[src/rtl/sdpix_unpack.sv]
// SD word stream to RGB332 pixel stream: FIFO-buffered 64-bit words, raster position and markers.
// Define SDPIX_UNPACK_LSB_FIRST_EN to emit the least significant byte of each word first.
module sdpix_unpack #(
    parameter int unsigned H_PIX      = 640,
    parameter int unsigned V_PIX      = 480,
    parameter int unsigned FIFO_DEPTH = 4
) (
    input  logic        CLK,
    input  logic        RST,
    input  logic        WR,
    input  logic [63:0] DATA,
    input  logic        PIX_RDY,
    output logic        PIX_VLD,
    output logic [7:0]  PIX,
    output logic [9:0]  PIX_X,
    output logic [9:0]  PIX_Y,
    output logic        SOF,
    output logic        EOL,
    output logic        FRM_END,
    output logic        FULL,
    output logic        OVF
);
    localparam int unsigned AW = (FIFO_DEPTH > 1) ? $clog2(FIFO_DEPTH) : 1;
    localparam logic [AW:0] FULL_CNT = (AW + 1)'(FIFO_DEPTH);
    localparam logic [9:0]  X_LAST   = 10'(H_PIX - 1);
    localparam logic [9:0]  Y_LAST   = 10'(V_PIX - 1);

    typedef enum logic {StIdle, StRun} state_t;
    state_t state_q, state_d;

    logic [63:0]   mem_q [FIFO_DEPTH];
    logic [AW-1:0] wptr_q, rptr_q;
    logic [AW:0]   count_q;
    logic [63:0]   word_q, word_d;
    logic [2:0]    idx_q, idx_d;
    logic [9:0]    x_q, y_q;
    logic          frm_end_q, ovf_q;
    logic          push, pop, xfer, empty, full, last_x, last_y;
    logic [5:0]    shift;

    assign full   = (count_q == FULL_CNT);
    assign empty  = (count_q == '0);
    assign push   = WR && !full;
    assign xfer   = (state_q == StRun) && PIX_RDY;
    assign last_x = (x_q == X_LAST);
    assign last_y = (y_q == Y_LAST);

    always_comb begin
        state_d = state_q;
        word_d  = word_q;
        idx_d   = idx_q;
        pop     = 1'b0;
        unique case (state_q)
            StIdle: begin
                if (!empty) begin
                    pop     = 1'b1;
                    word_d  = mem_q[rptr_q];
                    idx_d   = 3'd0;
                    state_d = StRun;
                end
            end
            StRun: begin
                if (xfer) begin
                    if (idx_q != 3'd7) begin
                        idx_d = idx_q + 3'd1;
                    end else if (!empty) begin
                        // Reload without a bubble when the next word is already waiting.
                        pop    = 1'b1;
                        word_d = mem_q[rptr_q];
                        idx_d  = 3'd0;
                    end else begin
                        state_d = StIdle;
                    end
                end
            end
            default: state_d = StIdle;
        endcase
    end

    always_ff @(posedge CLK or posedge RST) begin
        if (RST) begin
            wptr_q  <= '0;
            rptr_q  <= '0;
            count_q <= '0;
            ovf_q   <= 1'b0;
        end else begin
            if (push) wptr_q <= wptr_q + AW'(1);
            if (pop)  rptr_q <= rptr_q + AW'(1);
            if (push && !pop) begin
                count_q <= count_q + (AW + 1)'(1);
            end else if (pop && !push) begin
                count_q <= count_q - (AW + 1)'(1);
            end
            if (WR && full) ovf_q <= 1'b1;
        end
    end

    always_ff @(posedge CLK) begin
        if (push) mem_q[wptr_q] <= DATA;
    end

    always_ff @(posedge CLK or posedge RST) begin
        if (RST) begin
            state_q   <= StIdle;
            word_q    <= '0;
            idx_q     <= '0;
            x_q       <= '0;
            y_q       <= '0;
            frm_end_q <= 1'b0;
        end else begin
            state_q   <= state_d;
            word_q    <= word_d;
            idx_q     <= idx_d;
            frm_end_q <= xfer && last_x && last_y;
            if (xfer) begin
                if (last_x) begin
                    x_q <= '0;
                    y_q <= last_y ? 10'd0 : y_q + 10'd1;
                end else begin
                    x_q <= x_q + 10'd1;
                end
            end
        end
    end

`ifdef SDPIX_UNPACK_LSB_FIRST_EN
    assign shift = {idx_q, 3'b000};
`else
    assign shift = {~idx_q, 3'b000};
`endif

    assign PIX_VLD = (state_q == StRun);
    assign PIX     = PIX_VLD ? word_q[shift +: 8] : 8'd0;
    assign PIX_X   = x_q;
    assign PIX_Y   = y_q;
    assign SOF     = PIX_VLD && (x_q == 10'd0) && (y_q == 10'd0);
    assign EOL     = PIX_VLD && last_x;
    assign FRM_END = frm_end_q;
    assign FULL    = full;
    assign OVF     = ovf_q;

endmodule

[config.mk]
export PLATFORM = sky130hd
export DESIGN_NAME = sdpix_unpack
export DESIGN_NICKNAME = d
export VERILOG_FILES = /design/src/rtl/sdpix_unpack.sv
export SDC_FILE = /design/constraint.sdc
export NUM_CORES = 1
export LEC_CHECK = 0
export BUFFER_PORTS_ARGS = -buffer_cell sky130_fd_sc_hd__buf_2
export CORE_ASPECT_RATIO = 0.9
export CORE_MARGIN = 5
export CORE_UTILIZATION = 60
export DETAILED_ROUTE_END_ITERATION = 8
export HOLD_SLACK_MARGIN = 0.03
export PLACE_DENSITY = 0.82
export SYNTH_ARGS = -nofsm -noshare
export SYNTH_HDL_FRONTEND = slang
export SYNTH_SLANG_ARGS = --single-unit
[constraint.sdc]
create_clock -name CLK -period 5.8 [get_ports CLK]
set_input_delay 0 -clock CLK [delete_from_list [all_inputs] [get_ports CLK]]
set_output_delay 0 -clock CLK [all_outputs]
set_load 0.02 [all_outputs]
Yosys cells after proc, flatten, opt, wreduce, memory -nomap -nowiden
Memory sizes are Yosys's and may differ from the RTL's.
Index checks and enable logic that the tools add are counted.
{"block": "totals", "out_inout_bits": 34, "memories": 1, "register_bits": 97, "wordCells": 68, "mem_bits_rw": 256, "inputBits": 68}
{"block": "classes", "n_bitwise": 2, "eq_ne": 6, "n_addsub": 7, "shift": 1, "mux": 22, "reduce_logical": 19}
{"name": "mem_q", "words": 4, "word_bits": 64, "read_ports": 1, "rd_ports_with_merged_regs": 0, "write_ports": 1, "line_no": "31", "source": "logic [63:0] mem_q [FIFO_DEPTH];"}
{"operator": "2-to-1 mux 64 bit", "count": 3}
{"operator": "case mux 64 bit (2 select lines)", "count": 1}
{"operator": "indexed part select 64 x 7 -> 8 bit", "count": 1}
{"operator": "adder 10 x 1 -> 10 bit, second input constant", "count": 2}
{"operator": "zero test 10 bit", "count": 2}
{"operator": "2-to-1 mux 10 bit", "count": 2}
{"operator": "2-to-1 mux 3 bit", "count": 5}
{"operator": "equality test 10 bit, second input constant", "count": 1}
{"operator": "equality test 10 x 9 -> 1 bit, second input constant", "count": 1}
{"operator": "logical AND 1 bit", "count": 10}
{"operator": "2-to-1 mux 8 bit", "count": 1}
{"operator": "2-to-1 mux 1 bit", "count": 7}
{"operator": "adder 3 x 1 -> 3 bit, second input constant", "count": 2}
{"operator": "case mux 3 bit (2 select lines)", "count": 1}
{"operator": "adder 2 x 1 -> 2 bit, second input constant", "count": 2}
{"operator": "case mux 1 bit (2 select lines)", "count": 2}
{"operator": "AND reduction 2 bit", "count": 2}
{"operator": "equality test 3 bit, second input constant", "count": 1}
{"operator": "zero test 1 bit", "count": 3}
{"operator": "zero test 3 bit", "count": 1}
{"operator": "!= test 3 bit, second input constant", "count": 1}
{"operator": "inverter 3 bit", "count": 1}
{"operator": "subtractor 3 x 1 -> 3 bit, second input constant", "count": 1}
{"operator": "!= test 2 x 1 -> 1 bit, second input constant", "count": 1}
{"operator": "other kinds (3)", "count": 3}

Longest topological paths before layout
Gate-level depths: netlist of run 1.
{"block": "logic_depth", "depth_word": 8, "ltp_mapped": 13, "mapped_depth_nobuf": 11}

Worst setup path before layout of run 1
No wires, ideal clock.
{"block": "synth_timing", "path_type": "flip-flop to flip-flop", "start": "register count_q[2]", "end": "memory mem_q[0][0], enable pin", "stages_incl_launch_ff": 5, "required_ns": 5.371, "path_slack_ns": 2.870, "n_path_buf": 1, "setup_time_ns": 0.429, "period_less_slack_ns": 2.930, "arrival_time_ns": 2.501, "path_cell_list": "dfrtp_1 -> nor3b_1 -> nor2b_1 -> clkbuf_1 -> and2_1"}
{"block": "synth_between", "elab_chain_len": 5}
{"item": "start: declaration", "line_no": "33", "source": "logic [AW:0] count_q;"}
{"item": "start signal: assignment", "line_no": "90", "source": "count_q <= count_q + (AW + 1)'(1);"}
{"item": "start signal: assignment", "line_no": "92", "source": "count_q <= count_q - (AW + 1)'(1);"}
{"item": "equality test 3 bit", "line_no": "41", "source": "assign full = (count_q == FULL_CNT);"}
{"item": "via FULL", "line_no": "20", "source": "output logic FULL,"}
{"item": "zero test 1 bit", "line_no": "43", "source": "assign push = WR && !full;"}
{"item": "logical AND 1 bit", "line_no": "43"}
{"item": "via push", "line_no": "38", "source": "logic push, pop, xfer, empty, full, last_x, last_y;"}
{"item": "2-to-1 mux 1 bit", "line_no": "99", "source": "if (push) mem_q[wptr_q] <= DATA;"}
{"item": "2-to-1 mux 1 bit (implied by the code)", "line_no": "99"}
{"item": "end: declaration", "line_no": "31"}
The timed path passes the listed nets, and every way through them passes these cells.

Worst setup path in the final report of run 1
{"block": "layout_timing", "start": "register idx_q[0]", "end": "register count_q[1]"}
{"block": "layout_between", "elab_chain_len": 7, "elab_cells_between_ends": 9, "cone_classes": "eq/ne: 1; mux: 4; reduce/logical: 4"}
{"item": "start: declaration", "line_no": "35", "source": "logic [2:0] idx_q, idx_d;"}
{"item": "start signal: assignment", "line_no": "113", "source": "idx_q <= idx_d;"}
{"item": "!= test 3 bit (*)", "line_no": "64", "source": "if (idx_q != 3'd7) begin"}
{"item": "2-to-1 mux 1 bit (*)", "line_no": "64"}
{"item": "2-to-1 mux 1 bit (*)", "line_no": "63", "source": "if (xfer) begin"}
{"item": "case mux 1 bit (2 select lines) (*)", "line_no": "53", "source": "unique case (state_q)"}
{"item": "zero test 1 bit", "line_no": "89", "source": "if (push && !pop) begin"}
{"item": "logical AND 1 bit", "line_no": "89"}
{"item": "2-to-1 mux 3 bit / nonzero test 2 bit (equally long branches)"}
Mark *: on every way between the ends. The rest lies on a longest branch, timed or not.
A chain may end at the register's enable or synchronous reset.

==> results of run 1 <==
worst reg2reg max path, stage by stage (launching register included):
cell,delay [ps]
sky130_fd_sc_hd__dfrtp_1,1020
sky130_fd_sc_hd__ha_1,300
sky130_fd_sc_hd__ha_1,190
sky130_fd_sc_hd__nand2_1,120
sky130_fd_sc_hd__a21oi_4,900
sky130_fd_sc_hd__inv_1,120
sky130_fd_sc_hd__ha_1,260
sky130_fd_sc_hd__inv_1,100
sky130_fd_sc_hd__fa_1,420
sky130_fd_sc_hd__mux2_2,270
power by group through the flow:
stage / logic, mW / registers (mW) / clock network, mW
5_1_grt: 2.12 / 3.88 / 2.50
3_3_place_gp: 1.87 / 3.78 / 0
2_1_floorplan: 1.49 / 3.62 / 0
6_report: 1.97 / 3.81 / 2.33
4_1_cts: 2.01 / 3.82 / 2.37
3_5_place_dp: 1.95 / 3.84 / 0
routing by layer:
layer	global-route usage [%]	part of all wire, %
met1	31.6	40
met2	38.5	52
met3	3.49	6.0
met4	6.01	1.6
met5	0	0
cells in the final DEF (no fill, tap or decap), types with 2 or more instances in the layout:
master and n:
sky130_fd_sc_hd__edfxtp_1 256, sky130_fd_sc_hd__buf_2 101, sky130_fd_sc_hd__dfrtp_1 95, sky130_fd_sc_hd__mux4_2 80
sky130_fd_sc_hd__dlygate4sd3_1 68, sky130_fd_sc_hd__mux2_2 66, sky130_fd_sc_hd__clkbuf_16 39, sky130_fd_sc_hd__nand2_1 34
sky130_fd_sc_hd__inv_1 13, sky130_fd_sc_hd__xnor2_1 11, sky130_fd_sc_hd__ha_1 11, sky130_fd_sc_hd__a21boi_0 10
sky130_fd_sc_hd__nand3_1 9, sky130_fd_sc_hd__nor2_1 9, sky130_fd_sc_hd__o21ai_0 8, sky130_fd_sc_hd__clkinv_1 8
sky130_fd_sc_hd__buf_4 8, sky130_fd_sc_hd__nor3_1 7, sky130_fd_sc_hd__clkinv_2 7, sky130_fd_sc_hd__clkbuf_1 6
sky130_fd_sc_hd__nand4_1 5, sky130_fd_sc_hd__xor2_1 5, sky130_fd_sc_hd__and3_1 4, sky130_fd_sc_hd__a22o_1 4
sky130_fd_sc_hd__a21oi_1 4, sky130_fd_sc_hd__and2_2 4, sky130_fd_sc_hd__nor2b_1 3, sky130_fd_sc_hd__bufinv_16 3
sky130_fd_sc_hd__clkbuf_8 3, sky130_fd_sc_hd__and4_1 2, sky130_fd_sc_hd__mux2i_1 2, sky130_fd_sc_hd__and2_1 2
sky130_fd_sc_hd__nor4_1 2, sky130_fd_sc_hd__or4_1 2, sky130_fd_sc_hd__inv_6 2
kinds of logic after synthesis:
kind of cell               count (synthesis)
muxes                                    148
adders and majority gates                 12
DFF                                      353
AOI/OAI and AO/OA                         31
and+or+nand+nor                           90
xor gates and xnor gates                  16
buffers and inverters                     45
final cells by class:
class / instances / area [sq um] / share of cell area (%)
clock buffers: 48 / 1040 / 6.27
clock inverters: 20 / 176 / 1.06
well taps: 297 / 372 / 2.24
repair buffers: 177 / 1250 / 7.52
flip-flops and latches: 353 / 10100 / 61.1
multi-input cells: 297 / 3560 / 21.5
inverters: 15 / 58.8 / 0.355
registers in the layout, summed over array words and instances (netlist names):
register and flops:
wptr_q 2, word_q 64, idx_q 3, PIX_Y 10
PIX_VLD 1, OVF 1, PIX_X 10, count_q 3
mem_q 256, rptr_q 2, FRM_END 1
synth_stat cells, types with 5 or more instances:
master / count / area share, %
sky130_fd_sc_hd__nand3_1: 9 / 0.33
sky130_fd_sc_hd__dfrtp_1: 97 / 18
sky130_fd_sc_hd__inv_1: 14 / 0.38
sky130_fd_sc_hd__xnor2_1: 11 / 0.70
sky130_fd_sc_hd__nor2_1: 9 / 0.24
sky130_fd_sc_hd__ha_1: 11 / 0.99
sky130_fd_sc_hd__o21ai_0: 8 / 0.29
sky130_fd_sc_hd__nand2_1: 34 / 0.92
sky130_fd_sc_hd__nand4_1: 5 / 0.23
sky130_fd_sc_hd__clkbuf_1: 16 / 0.43
sky130_fd_sc_hd__edfxtp_1: 256 / 55
sky130_fd_sc_hd__mux2_2: 66 / 5.4
sky130_fd_sc_hd__xor2_1: 5 / 0.32
sky130_fd_sc_hd__nor3_1: 7 / 0.25
sky130_fd_sc_hd__a21oi_1: 5 / 0.18
sky130_fd_sc_hd__mux4_2: 80 / 13
sky130_fd_sc_hd__and2_1: 6 / 0.27
sky130_fd_sc_hd__buf_2: 11 / 0.40
sky130_fd_sc_hd__a21boi_0: 10 / 0.54
how the worst min path moves through the flow:
stage               startpoint                     end  slack, ps
floorplan              DATA[0]   mem_q[0][0]$_DFFE_PP_        100
global placement           RST    PIX_X[8]$_DFFE_PP0P_       -120
detailed placement         RST    PIX_X[8]$_DFFE_PP0P_       -120
CTS                   DATA[42]  mem_q[2][42]$_DFFE_PP_        210
global route          DATA[11]  mem_q[3][11]$_DFFE_PP_        240
finish                DATA[32]  mem_q[3][32]$_DFFE_PP_        240
metrics by stage:
| step | utilization, % | total power [mW] |
|---|---|---|
| finish | 73.2 | 8.12 |
| global route | 73.2 | 8.50 |
| CTS | 73.2 | 8.19 |
| detailed placement | 64.8 | 5.79 |
| global placement | 64.8 | 5.66 |
| floorplan | - | 5.11 |
timing repair:
action	in CTS	in global routing
hold buffers	68	0
endpoints found under the setup margin	0	0
endpoints found under the hold margin	362	0
==> qor.txt, run 1 <==
MIN PATH
------------------------------------------------------------------------------------
Worst min-delay path class ............................................    in -> reg
Number of instances on the worst hold path ............................            2

LOGIC SYNTHESIS
------------------------------------------------------------------------------------
Compound-gate portion of the synthesized area .........................        1.49%
Synthesized Nets ......................................................          775
Share of synthesized registers carrying an async set or reset .........        27.5%
Cell area after synthesis .............................................  13900 sq um
FF+latch count, synth .................................................          353
Share of the synthesized netlist area taken by xor and xnor gates .....        1.01%
Synthesized area per cell .............................................   19.9 sq um
Mux cell area share after synthesis ...................................        18.5%
Largest family of logic cells by synthesized area ..................... multiplexers
Sequential element share of the synthesized area ......................        73.0%
Warning count from the yosys run ......................................            0
Post-synthesis adder-cell area fraction ...............................        1.14%
Post-Synth Simple-Gate Area ...........................................        3.43%
Number of synthesized flops with an enable pin ........................          256
Predominant post-synthesis flop cell .................................. sky130_fd_sc_hd__edfxtp_1
Post-synthesis instance total .........................................          695
Number of distinct library cells after synthesis ......................           41

CRITICAL PATH
------------------------------------------------------------------------------------
Combined buffer and inverter count along the critical path ............            2
Worst R2R End ......................................................... count_q[1]$_DFFE_PP0P_
Critical register-to-register path startpoint ......................... idx_q[0]$_DFFE_PP0P_
Endpoint type of the worst setup path .................................    flip-flop
Highest net fanout along the worst path ...............................           34
Critical path capture point ........................................... count_q[1]$_DFFE_PP0P_
Cell family with most CP delay ........................................  adder cells
CP max-delay cell ..................................................... sky130_fd_sc_hd__dfrtp_1
Reg2reg setup slack ...................................................      1970 ps
Cell depth of the worst flop-to-flop path .............................            9
Depth of the critical timing path with buffers and inverters included .            9
Startpoint-to-endpoint class of the critical path .....................   reg -> reg
CP dominant cell by count ............................................. sky130_fd_sc_hd__ha_1
Cells along the critical path ......................................... ha_1 -> ha_1 -> nand2_1 -> a21oi_4 -> inv_1 -> ha_1 -> inv_1 -> fa_1 -> mux2_2
Critical path data required time ......................................      6190 ps
Delay of the slowest cell on the worst path ...........................      1020 ps
Critical Path Source .................................................. idx_q[0]$_DFFE_PP0P_
Category of the worst setup path launch point .........................    flip-flop
Arrival time reported for the critical path endpoint ..................      4220 ps

STA
------------------------------------------------------------------------------------
Number of hold violations in the final report .........................            0
Clock skew after layout ...............................................      16.4 ps
Worst Max-Slew Pin Slew ...............................................      1180 ps
Ratio of final minimum period to clock period .........................        66.0%
Relative slew margins .................................................        21.6%
Final sum of negative setup slack .....................................         0 ps
Total count of max-transition violations in the final report ..........            0
Setup repair after global routing missed its margin ...................           no
Smallest setup slack after layout .....................................      1970 ps
Setup violations, final ...............................................            0
Shortest clock period the worst path allows after layout ..............      3830 ps
Worst hold-check slack ................................................       243 ps
Highest clock frequency the design can meet ...........................      261 MHz

FINISH
------------------------------------------------------------------------------------
Final std cells w/o fill ..............................................         1207
Number of inserted filler cells in the final layout ...................         1302
Layout net count ......................................................          961
Ratio of cells with drive above 1 in the final layout .................        35.4%
Final Instance Area ...................................................  16600 sq um
P&R area growth vs syn ................................................        19.6%
Number of inserted diodes .............................................            0

OUTCOME
------------------------------------------------------------------------------------
Run status ............................................................ complete, no violations

ROUTE
------------------------------------------------------------------------------------
Vias ..................................................................         7223
WL final ..............................................................     28700 um
Number of iterations in the first detailed-routing pass ...............            5
Post-route DRC violation count ........................................            0
Post-DRT Antenna Nets .................................................            0
Detailed router's first-iteration violation count .....................          675
WL per Instance .......................................................      23.8 um
Number of vias per cell after detailed routing ........................         5.98

FLOORPLAN
------------------------------------------------------------------------------------
Number of top-level pins ..............................................          102
Die height ............................................................       154 um
Die outline width .....................................................       170 um
Starting utilization of the core area .................................        61.2%
Die area ..............................................................  26200 sq um
Core Footprint ........................................................  22600 sq um
Number of cell rows ...................................................           52

PLACE
------------------------------------------------------------------------------------
Post-detailed-placement cell area .....................................  14700 sq um
Final HPWL DP .........................................................     16600 um
Total instance count after detailed placement .........................         1071
Placer Congestion .....................................................        0.832
Pre-CTS setup slack ...................................................      1970 ps
Port buffer count .....................................................          101

CTS
------------------------------------------------------------------------------------
Number of buffers added by the clock tree synthesis step ..............           37
Clock tree from TritonCTS .............................................        built
Clk buf depth .........................................................            3
Buffer type at the clock tree root .................................... sky130_fd_sc_hd__clkbuf_16
Number of sinks driven by the clock tree ..............................          353
CTS H-tree depth ......................................................            2
Clock insertion delay at the later pin of the skew report .............       510 ps
Resized Gates After CTS ...............................................            0
Clock slew seen by the registers of the worst setup and hold paths ....        60 ps
Post-CTS Repair Setup Buffers .........................................            0

GLOBAL ROUTE
------------------------------------------------------------------------------------
Initial antenna violation count .......................................            0
Total congestion overflow after global routing ........................            0
Wire length of the first global-routing pass ..........................     45700 um
Via count of the first global-routing pass ............................         7768
Pin count of the biggest net entering global routing ..................           92
Overall global routing resource usage .................................        22.8%

POWER
------------------------------------------------------------------------------------
Switch Pwr ............................................................      2.34 mW
Clk network pwr share .................................................        28.7%
Combinational power share .............................................        24.3%
Lkg Pwr ...............................................................      6.14 nW
Areal power density over the cells ....................................  490 nW/um^2
Internal Pwr Total ....................................................      5.78 mW
Switching Fraction ....................................................        28.8%
Sequential fraction of design power ...................................        47.0%
Peak supply drop ......................................................       323 uV

JOB
------------------------------------------------------------------------------------
Number of max-cap violations ..........................................            0

No activity file was read; power rests on OpenSTA's default activity.
==> run 2, diff against run 1 <==
--- a/config.mk
+++ b/config.mk
@@ -8,10 +8,10 @@
 export BUFFER_PORTS_ARGS = -buffer_cell sky130_fd_sc_hd__buf_2
 export CORE_ASPECT_RATIO = 0.9
 export CORE_MARGIN = 5
-export CORE_UTILIZATION = 60
+export CORE_UTILIZATION = 54
 export DETAILED_ROUTE_END_ITERATION = 8
 export HOLD_SLACK_MARGIN = 0.03
-export PLACE_DENSITY = 0.82
+export PLACE_DENSITY = 0.79
 export SYNTH_ARGS = -nofsm -noshare
 export SYNTH_HDL_FRONTEND = slang
 export SYNTH_SLANG_ARGS = --single-unit
==> constraint.sdc (replaced) <==
create_clock -name CLK -period 3.47 [get_ports CLK]
set_input_delay 0 -clock CLK [delete_from_list [all_inputs] [get_ports CLK]]
set_output_delay 0 -clock CLK [all_outputs]
set_load 0.02 [all_outputs]
==> run 2 against run 1 <==
Non-clock buffer count rose by 7; via count fell by 0.72%; first-iteration DRC count fell by 11%; sequential share of layout area fell by 0.24 points; power rose by 63%; sequential power rose by 64%; cell count rose by 4.4%; critical endpoint is now SOF; highest routed layer unchanged.
==> qor.txt, run 2 (synthesis results as in run 1) <==
STA
---------------------------------------------------------------------------------
Clock skew after layout ............................................      16.4 ps   about the same
Smallest setup slack after layout ..................................      1060 ps   was 1970 ps
Final sum of negative setup slack ..................................         0 ps   unchanged
Worst Max-Slew Pin Slew ............................................       903 ps   was 1180 ps
Ratio of final minimum period to clock period ......................        69.5%
Total count of max-transition violations in the final report .......            0   unchanged
Setup repair after global routing missed its margin ................           no   unchanged
Setup violations, final ............................................            0   unchanged
Highest clock frequency the design can meet ........................      415 MHz
Relative slew margins ..............................................        39.8%   was 21.6%
Number of hold violations in the final report ......................            0   unchanged
Shortest clock period the worst path allows after layout ...........      2410 ps

CRITICAL PATH
---------------------------------------------------------------------------------
Critical path data required time ...................................      3470 ps   was 6190 ps
Highest net fanout along the worst path ............................           10   was 34
Cell depth of the worst flop-to-flop path ..........................            5   was 9
Startpoint-to-endpoint class of the critical path ..................   reg -> out   was reg -> reg
Critical register-to-register path startpoint ...................... idx_q[2]$_DFFE_PP0P_   was idx_q[0]$_DFFE_PP0P_
Cells along the critical path ...................................... or4_1 -> nor4_1 -> nand4_1 -> nor4b_1 -> buf_2   was ha_1 -> ha_1 -> nand2_1 -> a21oi_4 -> inv_1 -> ha_1 -> inv_1 -> fa_1 -> mux2_2
Combined buffer and inverter count along the critical path .........            1   was 2
CP max-delay cell .................................................. sky130_fd_sc_hd__or4_1   was sky130_fd_sc_hd__dfrtp_1
Delay of the slowest cell on the worst path ........................       540 ps   was 1020 ps
Endpoint type of the worst setup path ..............................   output pin   was flip-flop
Worst R2R End ...................................................... word_q[11]$_DFFE_PP0P_   was count_q[1]$_DFFE_PP0P_
Reg2reg setup slack ................................................      1100 ps   was 1970 ps
Category of the worst setup path launch point ......................    flip-flop   unchanged
Cell family with most CP delay ..................................... simple AND/OR/NAND/NOR gates   was adder cells
Arrival time reported for the critical path endpoint ...............      2410 ps   was 4220 ps

POWER
---------------------------------------------------------------------------------
Switching Fraction .................................................        28.9%   was 28.8%
Switch Pwr .........................................................      3.84 mW   was 2.34 mW
Combinational power share ..........................................        25.8%   was 24.3%
Lkg Pwr ............................................................      6.15 nW   was 6.14 nW
Areal power density over the cells .................................  798 nW/um^2   was 490 nW/um^2
Clk network pwr share ..............................................        27.2%   was 28.7%
Sequential fraction of design power ................................        47.0%   about the same
Peak supply drop ...................................................       368 uV   was 323 uV
Internal Pwr Total .................................................      9.44 mW   was 5.78 mW

FLOORPLAN
---------------------------------------------------------------------------------
Die area ...........................................................  29000 sq um   was 26200 sq um
Die height .........................................................       162 um   was 154 um
Core Footprint .....................................................  25200 sq um   was 22600 sq um
Die outline width ..................................................       179 um   was 170 um
Number of top-level pins ...........................................          102   unchanged
Number of cell rows ................................................           55   was 52
Starting utilization of the core area ..............................        55.0%   was 61.2%

ROUTE
---------------------------------------------------------------------------------
Routed met2 length .................................................     13800 um   was 15000 um
Detailed router's first-iteration violation count ..................          598   was 675
Number of vias per cell after detailed routing .....................         5.69   was 5.98
Number of iterations in the first detailed-routing pass ............            5   unchanged
WL per Instance ....................................................      21.8 um   was 23.8 um
Length of routed met3 wiring .......................................      1710 um   was 1740 um
Met1 Routed Length .................................................     11500 um   about the same
Vias ...............................................................         7171   was 7223
WL final ...........................................................     27500 um   was 28700 um
Post-DRT Antenna Nets ..............................................            0   unchanged
Post-route DRC violation count .....................................            0   unchanged
Top routing layer used .............................................         met4   unchanged

FINISH
---------------------------------------------------------------------------------
Registers with the most flip-flops ................................. mem_q: 256 flops, word_q: 64 flops   unchanged
Core utilization of the finished layout ............................        66.1%   was 73.2%
P&R area growth vs syn .............................................        20.1%   was 19.6%
Final Instance Area ................................................  16600 sq um   about the same
Ratio of cells with drive above 1 in the final layout ..............        35.7%   was 35.4%
Final std cells w/o fill ...........................................         1260   was 1207
Largest reg by FF count ............................................        mem_q   unchanged
Leading cell types in the layout, fill and taps excluded ........... sky130_fd_sc_hd__edfxtp_1, sky130_fd_sc_hd__buf_2, sky130_fd_sc_hd__dfrtp_1   unchanged
Layout net count ...................................................          968   was 961
Most common cell after layout, fill and taps aside ................. sky130_fd_sc_hd__edfxtp_1   unchanged
Max reg flops ......................................................          256   unchanged

GLOBAL ROUTE
---------------------------------------------------------------------------------
Wire length of the first global-routing pass .......................     43700 um   was 45700 um
Total congestion overflow after global routing .....................            0   unchanged
Pin count of the biggest net entering global routing ...............           67   was 92
Via count of the first global-routing pass .........................         7595   was 7768
Initial antenna violation count ....................................            1   was 0
Overall global routing resource usage ..............................        19.7%   was 22.8%

CTS
---------------------------------------------------------------------------------
Number of sinks driven by the clock tree ...........................          353   unchanged
Clock tree from TritonCTS ..........................................        built   unchanged
Clk buf depth ......................................................            3   unchanged
Clock insertion delay at the later pin of the skew report ..........       520 ps   was 510 ps
Buffer type at the clock tree root ................................. sky130_fd_sc_hd__clkbuf_16   unchanged
Clock slew seen by the registers of the worst setup and hold paths .        60 ps   about the same
Resized Gates After CTS ............................................            0   unchanged
CTS H-tree depth ...................................................            2   unchanged
Number of buffers added by the clock tree synthesis step ...........           37   unchanged

PLACE
---------------------------------------------------------------------------------
Port buffer count ..................................................          101   unchanged
Final HPWL DP ......................................................     16200 um   was 16600 um
Placer Congestion ..................................................        0.823   was 0.832
Total instance count after detailed placement ......................         1124   was 1071
Pre-CTS setup slack ................................................      1130 ps   was 1970 ps
Post-detailed-placement cell area ..................................  14800 sq um   was 14700 sq um

OUTCOME
---------------------------------------------------------------------------------
Run status ......................................................... complete, no violations   unchanged

JOB
---------------------------------------------------------------------------------
Number of max-cap violations .......................................            0   unchanged

MIN PATH
---------------------------------------------------------------------------------
Worst min-delay path class .........................................  in -> async   was in -> reg

==> run 2: changes by cell type in the layout (fill, tap and decap cells not counted), moves of 3 or more <==
| cell | previous run | this run |
|---|---|---|
| sky130_fd_sc_hd__bufinv_16 | 3 | 0 |
| sky130_fd_sc_hd__clkbuf_1 | 6 | 12 |
| sky130_fd_sc_hd__clkinv_1 | 8 | 5 |
| sky130_fd_sc_hd__buf_12 | 0 | 4 |
| sky130_fd_sc_hd__buf_4 | 8 | 12 |
==> run 2: worst max path at each step <==
stage	end	start	slack [ps]	depth (start not counted)
floorplan	mem_q[0][0]$_DFFE_PP_	count_q[2]$_DFFE_PP0P_	540	4
global placement	word_q[45]$_DFFE_PP0P_	idx_q[2]$_DFFE_PP0P_	1170	5
detailed placement	word_q[21]$_DFFE_PP0P_	idx_q[2]$_DFFE_PP0P_	1130	5
CTS	SOF	PIX_Y[6]$_DFFE_PP0P_	1030	5
global route	word_q[11]$_DFFE_PP0P_	idx_q[2]$_DFFE_PP0P_	950	5
finish	SOF	PIX_Y[6]$_DFFE_PP0P_	1060	5
==> run 2: stage by stage <==
| stage | hold WS (ps) | power [mW] |
|---|---|---|
| after floorplan | 98.9 | 8.54 |
| after global placement | 103 | 9.58 |
| after detailed placement | 114 | 9.70 |
| after CTS | 105 | 13.4 |
| after global routing | 164 | 13.9 |
| final | 106 | 13.3 |
==> run 2: worst min-delay path: stages <==
cell	delay, ps
sky130_fd_sc_hd__dlygate4sd3_1	530
sky130_fd_sc_hd__buf_2	130
sky130_fd_sc_hd__inv_4	410
==> run 2: power by group through the flow <==
stage	clock, mW	combinational [mW]	sequential [mW]
after floorplan	0	2.49	6.05
after global placement	0	3.34	6.24
after detailed placement	0	3.40	6.30
after CTS	3.69	3.50	6.24
after global routing	3.89	3.69	6.35
final	3.61	3.42	6.23
==> run 2: routing by layer <==
metal	GRT usage, %	vias up
met5	0	-
met4	5.37	0
met3	2.82	42
met2	32.5	248
met1	28.0	3720
li1	-	3161
==> run 2: cell type report <==
cell class	count	area, sq um
well taps	342	428
fillers	1649	8550
flip-flops and latches	353	10100
repair buffers	184	1350
multi-input cells	297	3560
clock buffers	51	1010
diodes	1	2.50
inverters	15	58.8
clock inverters	17	113
==> run 2: timing repair <==
action,4_1_cts,5_1_grt
hold endpoints to repair,309,0
buffers inserted,0,0
hold buffers,67,0
